==> config.mk <==
export PLATFORM = sky130hd
export DESIGN_NAME = mips_control_fsm
export DESIGN_NICKNAME = d
export VERILOG_FILES = /design/src/rtl/mips_control_fsm.sv
export SDC_FILE = /design/constraint.sdc
export NUM_CORES = 1
export LEC_CHECK = 0
export CAP_MARGIN = 20
export CELL_PAD_IN_SITES_DETAIL_PLACEMENT = 1
export CELL_PAD_IN_SITES_GLOBAL_PLACEMENT = 1
export CORE_AREA = 3 3 104 106
export DETAILED_ROUTE_END_ITERATION = 10
export DIE_AREA = 0 0 107 109
export HOLD_SLACK_MARGIN = 0.05
export PLACE_DENSITY = 0.67
export SYNTH_ARGS = -nofsm -noshare
export SYNTH_HDL_FRONTEND = slang
export SYNTH_SLANG_ARGS = --single-unit
==> constraint.sdc <==
create_clock -name c_clk -period 2.9 [get_ports c_clk]
set_input_delay 0.58 -clock c_clk [delete_from_list [all_inputs] [get_ports c_clk]]
set_output_delay 0.58 -clock c_clk [all_outputs]
set_load 0.02 [all_outputs]
==> src/rtl/mips_control_fsm.sv <==
// Multi-cycle MIPS main controller: FETCH/DECODE/EXEC/MEM/WB sequencing with a memory-ready
// handshake, timeout abort and retired-instruction counter. All outputs come straight from flops.
module mips_control_fsm #(
  parameter int unsigned OPCODE_WIDTH = 6,
  parameter int unsigned CNT_WIDTH    = 32,
  parameter int unsigned MEM_TIMEOUT  = 16
) (
  input  logic                    c_clk,
  input  logic                    c_rst,
  input  logic                    c_i_en,
  input  logic [OPCODE_WIDTH-1:0] c_i_opcode,
  input  logic                    c_i_mem_ready,
  output logic                    c_o_ce,
  output logic                    c_o_RegDst,
  output logic                    c_o_RegWrite,
  output logic                    c_o_ALUSrc,
  output logic                    c_o_MemRead,
  output logic                    c_o_MemWrite,
  output logic                    c_o_MemtoReg,
  output logic                    c_o_Branch,
  output logic                    c_o_Jump,
  output logic [1:0]              c_o_ALUOp,
  output logic                    c_o_illegal,
  output logic                    c_o_mem_err,
  output logic [2:0]              c_o_state,
  output logic [CNT_WIDTH-1:0]    c_o_instr_cnt
);

  localparam logic [OPCODE_WIDTH-1:0] OpR    = OPCODE_WIDTH'(6'b000000);
  localparam logic [OPCODE_WIDTH-1:0] OpLw   = OPCODE_WIDTH'(6'b100011);
  localparam logic [OPCODE_WIDTH-1:0] OpSw   = OPCODE_WIDTH'(6'b101011);
  localparam logic [OPCODE_WIDTH-1:0] OpBeq  = OPCODE_WIDTH'(6'b000100);
  localparam logic [OPCODE_WIDTH-1:0] OpAddi = OPCODE_WIDTH'(6'b001000);
  localparam logic [OPCODE_WIDTH-1:0] OpJ    = OPCODE_WIDTH'(6'b000010);

  localparam int unsigned    TmoW    = (MEM_TIMEOUT > 1) ? $clog2(MEM_TIMEOUT) : 1;
  localparam logic [TmoW-1:0] TmoLast = TmoW'(MEM_TIMEOUT - 1);

  typedef enum logic [2:0] {
    StIdle   = 3'd0,
    StFetch  = 3'd1,
    StDecode = 3'd2,
    StExec   = 3'd3,
    StMem    = 3'd4,
    StWb     = 3'd5
  } state_e;

  typedef struct packed {
    logic       ce;
    logic       reg_dst;
    logic       reg_write;
    logic       alu_src;
    logic       mem_read;
    logic       mem_write;
    logic       mem_to_reg;
    logic       branch;
    logic       jump;
    logic [1:0] alu_op;
  } ctl_t;

  state_e                  state_q, state_d;
  logic [OPCODE_WIDTH-1:0] opcode_q, opcode_d;
  logic [TmoW-1:0]         tmo_q, tmo_d;
  logic [CNT_WIDTH-1:0]    cnt_q, cnt_d;
  ctl_t                    ctl_q, ctl_d;
  logic                    illegal_q, illegal_d;
  logic                    mem_err_q, mem_err_d;
  logic                    retire;

  function automatic logic is_legal(input logic [OPCODE_WIDTH-1:0] op);
    return (op == OpR) || (op == OpLw) || (op == OpSw) || (op == OpBeq) ||
           (op == OpAddi) || (op == OpJ);
  endfunction

  always_comb begin
    state_d   = state_q;
    opcode_d  = opcode_q;
    tmo_d     = tmo_q;
    cnt_d     = cnt_q;
    illegal_d = 1'b0;
    mem_err_d = 1'b0;
    retire    = 1'b0;
    case (state_q)
      StIdle:   if (c_i_en) state_d = StFetch;
      StFetch:  state_d = StDecode;
      StDecode: begin
        opcode_d = c_i_opcode;
        if (is_legal(c_i_opcode)) begin
          state_d = StExec;
        end else begin
          illegal_d = 1'b1;
          retire    = 1'b1;
        end
      end
      StExec: begin
        case (opcode_q)
          OpR, OpAddi: state_d = StWb;
          OpLw, OpSw:  state_d = StMem;
          default:     retire  = 1'b1;
        endcase
      end
      StMem: begin
        if (c_i_mem_ready) begin
          tmo_d = '0;
          if (opcode_q == OpLw) state_d = StWb;
          else                  retire  = 1'b1;
        end else if (tmo_q == TmoLast) begin
          // Abort: the access is dropped and the instruction is not counted.
          tmo_d     = '0;
          mem_err_d = 1'b1;
          state_d   = c_i_en ? StFetch : StIdle;
        end else begin
          tmo_d = tmo_q + TmoW'(1);
        end
      end
      StWb:    retire  = 1'b1;
      default: state_d = StIdle;
    endcase
    if (retire) begin
      state_d = c_i_en ? StFetch : StIdle;
      cnt_d   = cnt_q + CNT_WIDTH'(1);
    end
  end

  // Controls for the upcoming state, so the registered outputs track state_q/opcode_q exactly.
  always_comb begin
    ctl_d = '0;
    case (state_d)
      StFetch: ctl_d.ce = 1'b1;
      StExec: begin
        case (opcode_d)
          OpR:              ctl_d.alu_op  = 2'b10;
          OpAddi, OpLw, OpSw: ctl_d.alu_src = 1'b1;
          OpBeq: begin
            ctl_d.alu_op = 2'b01;
            ctl_d.branch = 1'b1;
          end
          OpJ:     ctl_d.jump = 1'b1;
          default: ;
        endcase
      end
      StMem: begin
        ctl_d.mem_read  = (opcode_d == OpLw);
        ctl_d.mem_write = (opcode_d == OpSw);
      end
      StWb: begin
        ctl_d.reg_write  = 1'b1;
        ctl_d.reg_dst    = (opcode_d == OpR);
        ctl_d.mem_to_reg = (opcode_d == OpLw);
      end
      default: ;
    endcase
  end

  always_ff @(posedge c_clk) begin
    if (c_rst) begin
      state_q   <= StIdle;
      opcode_q  <= '0;
      tmo_q     <= '0;
      cnt_q     <= '0;
      ctl_q     <= '0;
      illegal_q <= 1'b0;
      mem_err_q <= 1'b0;
    end else begin
      state_q   <= state_d;
      opcode_q  <= opcode_d;
      tmo_q     <= tmo_d;
      cnt_q     <= cnt_d;
      ctl_q     <= ctl_d;
      illegal_q <= illegal_d;
      mem_err_q <= mem_err_d;
    end
  end

  assign c_o_ce        = ctl_q.ce;
  assign c_o_RegDst    = ctl_q.reg_dst;
  assign c_o_RegWrite  = ctl_q.reg_write;
  assign c_o_ALUSrc    = ctl_q.alu_src;
  assign c_o_MemRead   = ctl_q.mem_read;
  assign c_o_MemWrite  = ctl_q.mem_write;
  assign c_o_MemtoReg  = ctl_q.mem_to_reg;
  assign c_o_Branch    = ctl_q.branch;
  assign c_o_Jump      = ctl_q.jump;
  assign c_o_ALUOp     = ctl_q.alu_op;
  assign c_o_illegal   = illegal_q;
  assign c_o_mem_err   = mem_err_q;
  assign c_o_state     = state_q;
  assign c_o_instr_cnt = cnt_q;

endmodule

==> summary.md <==
| Metric | Value |
|---|---|
| PnR worst setup slack | 0.3505 ns |
| Hold Buf Count CTS | 0 |
| Status | finished, final reports clean |
| Final nets | 405 |
| DRT iter0 DRCs | 119 |
| Crit-path max FO | 13 |
| Hold Path End | opcode_q[0] |
| Power Density | roughly 520 mW/mm^2 |
| Vias in the first global route | 2,775 |
| Max cap viols | 0 |
| Core area | 0.009864 sq mm |
| Clk sinks | 57 |
| Height of the die | around 110 um |
| FF+latch count, synth | 57 |
| Register area share after synthesis | 41.40% |
| Yosys Warn Count | 0 |
| Worst r2r src | c_o_instr_cnt[3] |
| HP Class | flip-flop to flip-flop |
| Share of layout cells above drive strength 1 | 10.80% |
| Port bufs | 57 |
| Clock Path Buffers | 2 |
| Die Width | roughly 110 um |
| Drt wl/cell | around 16 um |
| Final Skew | 0.009753 ns |
| Pin count of the biggest net entering global routing | 29 |
| Clk Latency, worst-skew pair | roughly 0.33 ns |
| Final setup vio count | 0 |
| Root Buffer | clkbuf_8 |
| Post-synth design cell area | 0.002756 sq mm |
| Row count | 36 |
| Clock share of power | about 40% |
| Aggregate global-route resource usage | 15.13% |
| Vias per Instance | about 5.2 |
| H-Tree Depth | 3 |
| CP endpoint kind | flip-flop |
| Arrival @ worst endpoint | 2.82 ns |
| Leak pwr | 1.167 nW |
| Net Switching | 0.0005526 W |
| Max Fclk | 0.3922 GHz |
| Full die area | around 0.012 sq mm |
| Worst reg-to-reg setup slack | around 0.44 ns |
| Top FF cell, synth | dfxtp_1 |
| Grt total ovfl | 0 |
| Post-synth EDFFs | 0 |
| Worst-margin pin slew | 0.7804 ns |
| Hold wc startpoint | opcode_q[0] |
| CTS tree | built |
| RePlAce Congestion | 0.8151 |
| Fin crit period | 2.549 ns |
| TritonCTS buffer count | 9 |
| Final Hold Vio Count | 0 |
| Async S/R FF share, synth | 0% |
| Initial core utilization | between 20 and 30% |
| Layout area overhead | 34.59% |
| TNS Setup | 0 ns |
| Syn Nets | 339 |
| Resized cells post-CTS | 0 |
| Critical path launch point type | input port |
| DRC viols | 0 |
| Worst R2R Path Depth | 6 |
| DRT antenna net count | 0 |
| Top Ports | 58 |
| R2r endpoint | c_o_instr_cnt[27] |
| Post-CTS Setup Inserts | 0 |
| Setup CP Type | input port to flip-flop |
| DP HPWL | ~6300 um |
| Cell variety after synth | about 50 |
| Gate power share | between 15 and 20% |
| VDD IR max | 0.0002005 V |
| Initial antenna violation count | 0 |
| Pre-Repair DR Iteration Count | 4 |
| Sequential fraction of design power | about 44% |
| Syn Inst Count | 327 |
| Via count | around 2,800 |
| RSZ-0062 raised after global routing | no |
| WHS | 0.4932 ns |
| Antenna fix cells | 0 |
| Pre-CTS WS | 0.005784 ns |
| Critical path required time | between 3 and 4 ns |
| Syn Area/Cell | 8.429 sq um |
| Internal | 0.001358 W |
| Final Max Tran Viols | 0 |
| Max-slew headroom | around 47% |
| Clock-pin slew on the worst setup and hold paths | 0.07 ns |
| Sw frac | around 29% |
| Hold Path Stages | 2 |
| Final wirelength | 8569 um |
| First-pass GRT wire length | 14,110 um |
| Post-route clock period utilization | 87.91% |
-- cell usage in the layout, fill, tap and decap left out, drive strengths merged, types with 8 or more instances in the layout --
master	instances
nand3	17
nor3	8
nand2	21
or3	12
inv	8
or4	19
clkbuf	11
o31ai	17
dfxtp	57
o21ai	15
nor2	23
buf	16
clkdlybuf4s50	57
a21oi	37
nand4	10
-- registers in the layout (all words and copies together) (netlist names) --
| signal | cells |
|---|---|
| c_o_ALUOp | 2 |
| opcode_q | 6 |
| c_o_MemRead | 1 |
| c_o_instr_cnt | 32 |
| c_o_ce | 1 |
| c_o_mem_err | 1 |
| c_o_Jump | 1 |
| tmo_q | 4 |
| c_o_RegDst | 1 |
| c_o_ALUSrc | 1 |
| c_o_MemWrite | 1 |
| c_o_illegal | 1 |
| c_o_RegWrite | 1 |
| c_o_state | 3 |
| c_o_MemtoReg | 1 |
-- how the worst max path moves through the flow --
stage                        from           endpoint  depth (start not counted)
global route        c_i_opcode[0]  c_o_instr_cnt[11]                          8
CTS                 c_i_opcode[0]       c_o_MemWrite                          6
detailed placement  c_i_opcode[0]  c_o_instr_cnt[12]                          8
finish              c_i_opcode[5]  c_o_instr_cnt[12]                          8
floorplan           c_i_opcode[2]   c_o_instr_cnt[1]                          8
global placement    c_i_opcode[5]  c_o_instr_cnt[14]                          8
-- metal layers --
layer	up-vias	wire length, um	GRT usage [%]	part of all wire (%)
met1	1365	4258	20.83	50
met4	0	106	5.479	1.2
li1	1361	-	-	-
met5	-	0	0	0
met2	43	3936	23.83	46
met3	8	267	2.664	3.1
-- cells in the mapped netlist, types with 2 or more instances --
master | instances | share of area [%]
clkbuf_1 | 9 | 1.2
nor2_1 | 23 | 3.1
o31ai_1 | 17 | 4.6
a32oi_1 | 2 | 0.64
nor3b_1 | 4 | 1.1
and3_1 | 3 | 0.68
buf_6 | 2 | 0.82
mux2_2 | 4 | 1.6
or2_2 | 3 | 0.68
nand2b_1 | 4 | 0.91
ha_1 | 2 | 0.91
nor3_1 | 8 | 1.5
nand4b_1 | 2 | 0.64
a21boi_0 | 2 | 0.54
buf_4 | 4 | 1.1
and2_1 | 2 | 0.45
o21ai_0 | 15 | 2.7
dfxtp_1 | 57 | 41
nand4_1 | 10 | 2.3
or3_1 | 12 | 2.7
mux2i_1 | 3 | 1.1
nand2_1 | 21 | 2.9
nor2b_1 | 6 | 1.4
nor4_1 | 6 | 1.4
or4_1 | 19 | 5.2
nand3_1 | 16 | 2.9
a21oi_1 | 37 | 6.7
inv_1 | 8 | 1.1
buf_2 | 2 | 0.36
nor4b_1 | 3 | 0.95
-- through the flow --
step           total power (W)  util [%]  instances  cell area [sq um]
2_1_floorplan         0.001059         -        327               2756
3_3_place_gp          0.001172     35.62        515               3513
3_5_place_dp          0.001181     35.62        515               3513
4_1_cts               0.001935     37.61        531               3710
5_1_grt               0.002006     37.61        531               3710
6_report              0.001911     37.61        531               3710
-- kinds of logic after synthesis --
family                     count (synthesis)  share of synthesized area (%)
muxes                                      7                          2.723
and+or+nand+nor                          149                          30.96
xor gates and xnor gates                   1                         0.3178
adders and majority gates                  2                         0.9077
AOI/OAI and AO/OA                         85                          18.97
DFF                                       57                          41.40
buffers and inverters                     26                          4.721
-- worst max-delay path, cell delays in order --
cell	delay, ns
clkdlybuf4s50_1	0.58
or4_1	0.15
a31oi_1	0.14
o221a_2	0.34
buf_4	0.17
buf_4	0.18
or4_1	0.52
a21oi_1	0.15
-- power by group through the flow --
stage,sequential (W),clock (W),combinational [W]
after detailed placement,0.000857,0,0.000324
after CTS,0.000839,0.000770,0.000326
after global placement,0.000856,0,0.000315
after floorplan,0.000868,0,0.000191
final,0.000839,0.000749,0.000323
after global routing,0.000844,0.000803,0.000359
-- final cells by class --
| cell class | instances | area [sq um] |
|---|---|---|
| fill | 1156 | 6155 |
| multi-input combinational | 244 | 1485 |
| sequential | 57 | 1141 |
| timing repair buffer | 73 | 690.7 |
| tap | 133 | 166.4 |
| clock buffer | 11 | 141.4 |
| clock inverter | 5 | 55.05 |
| inverter | 8 | 30.03 |
No activity file was read; power rests on OpenSTA's default activity.
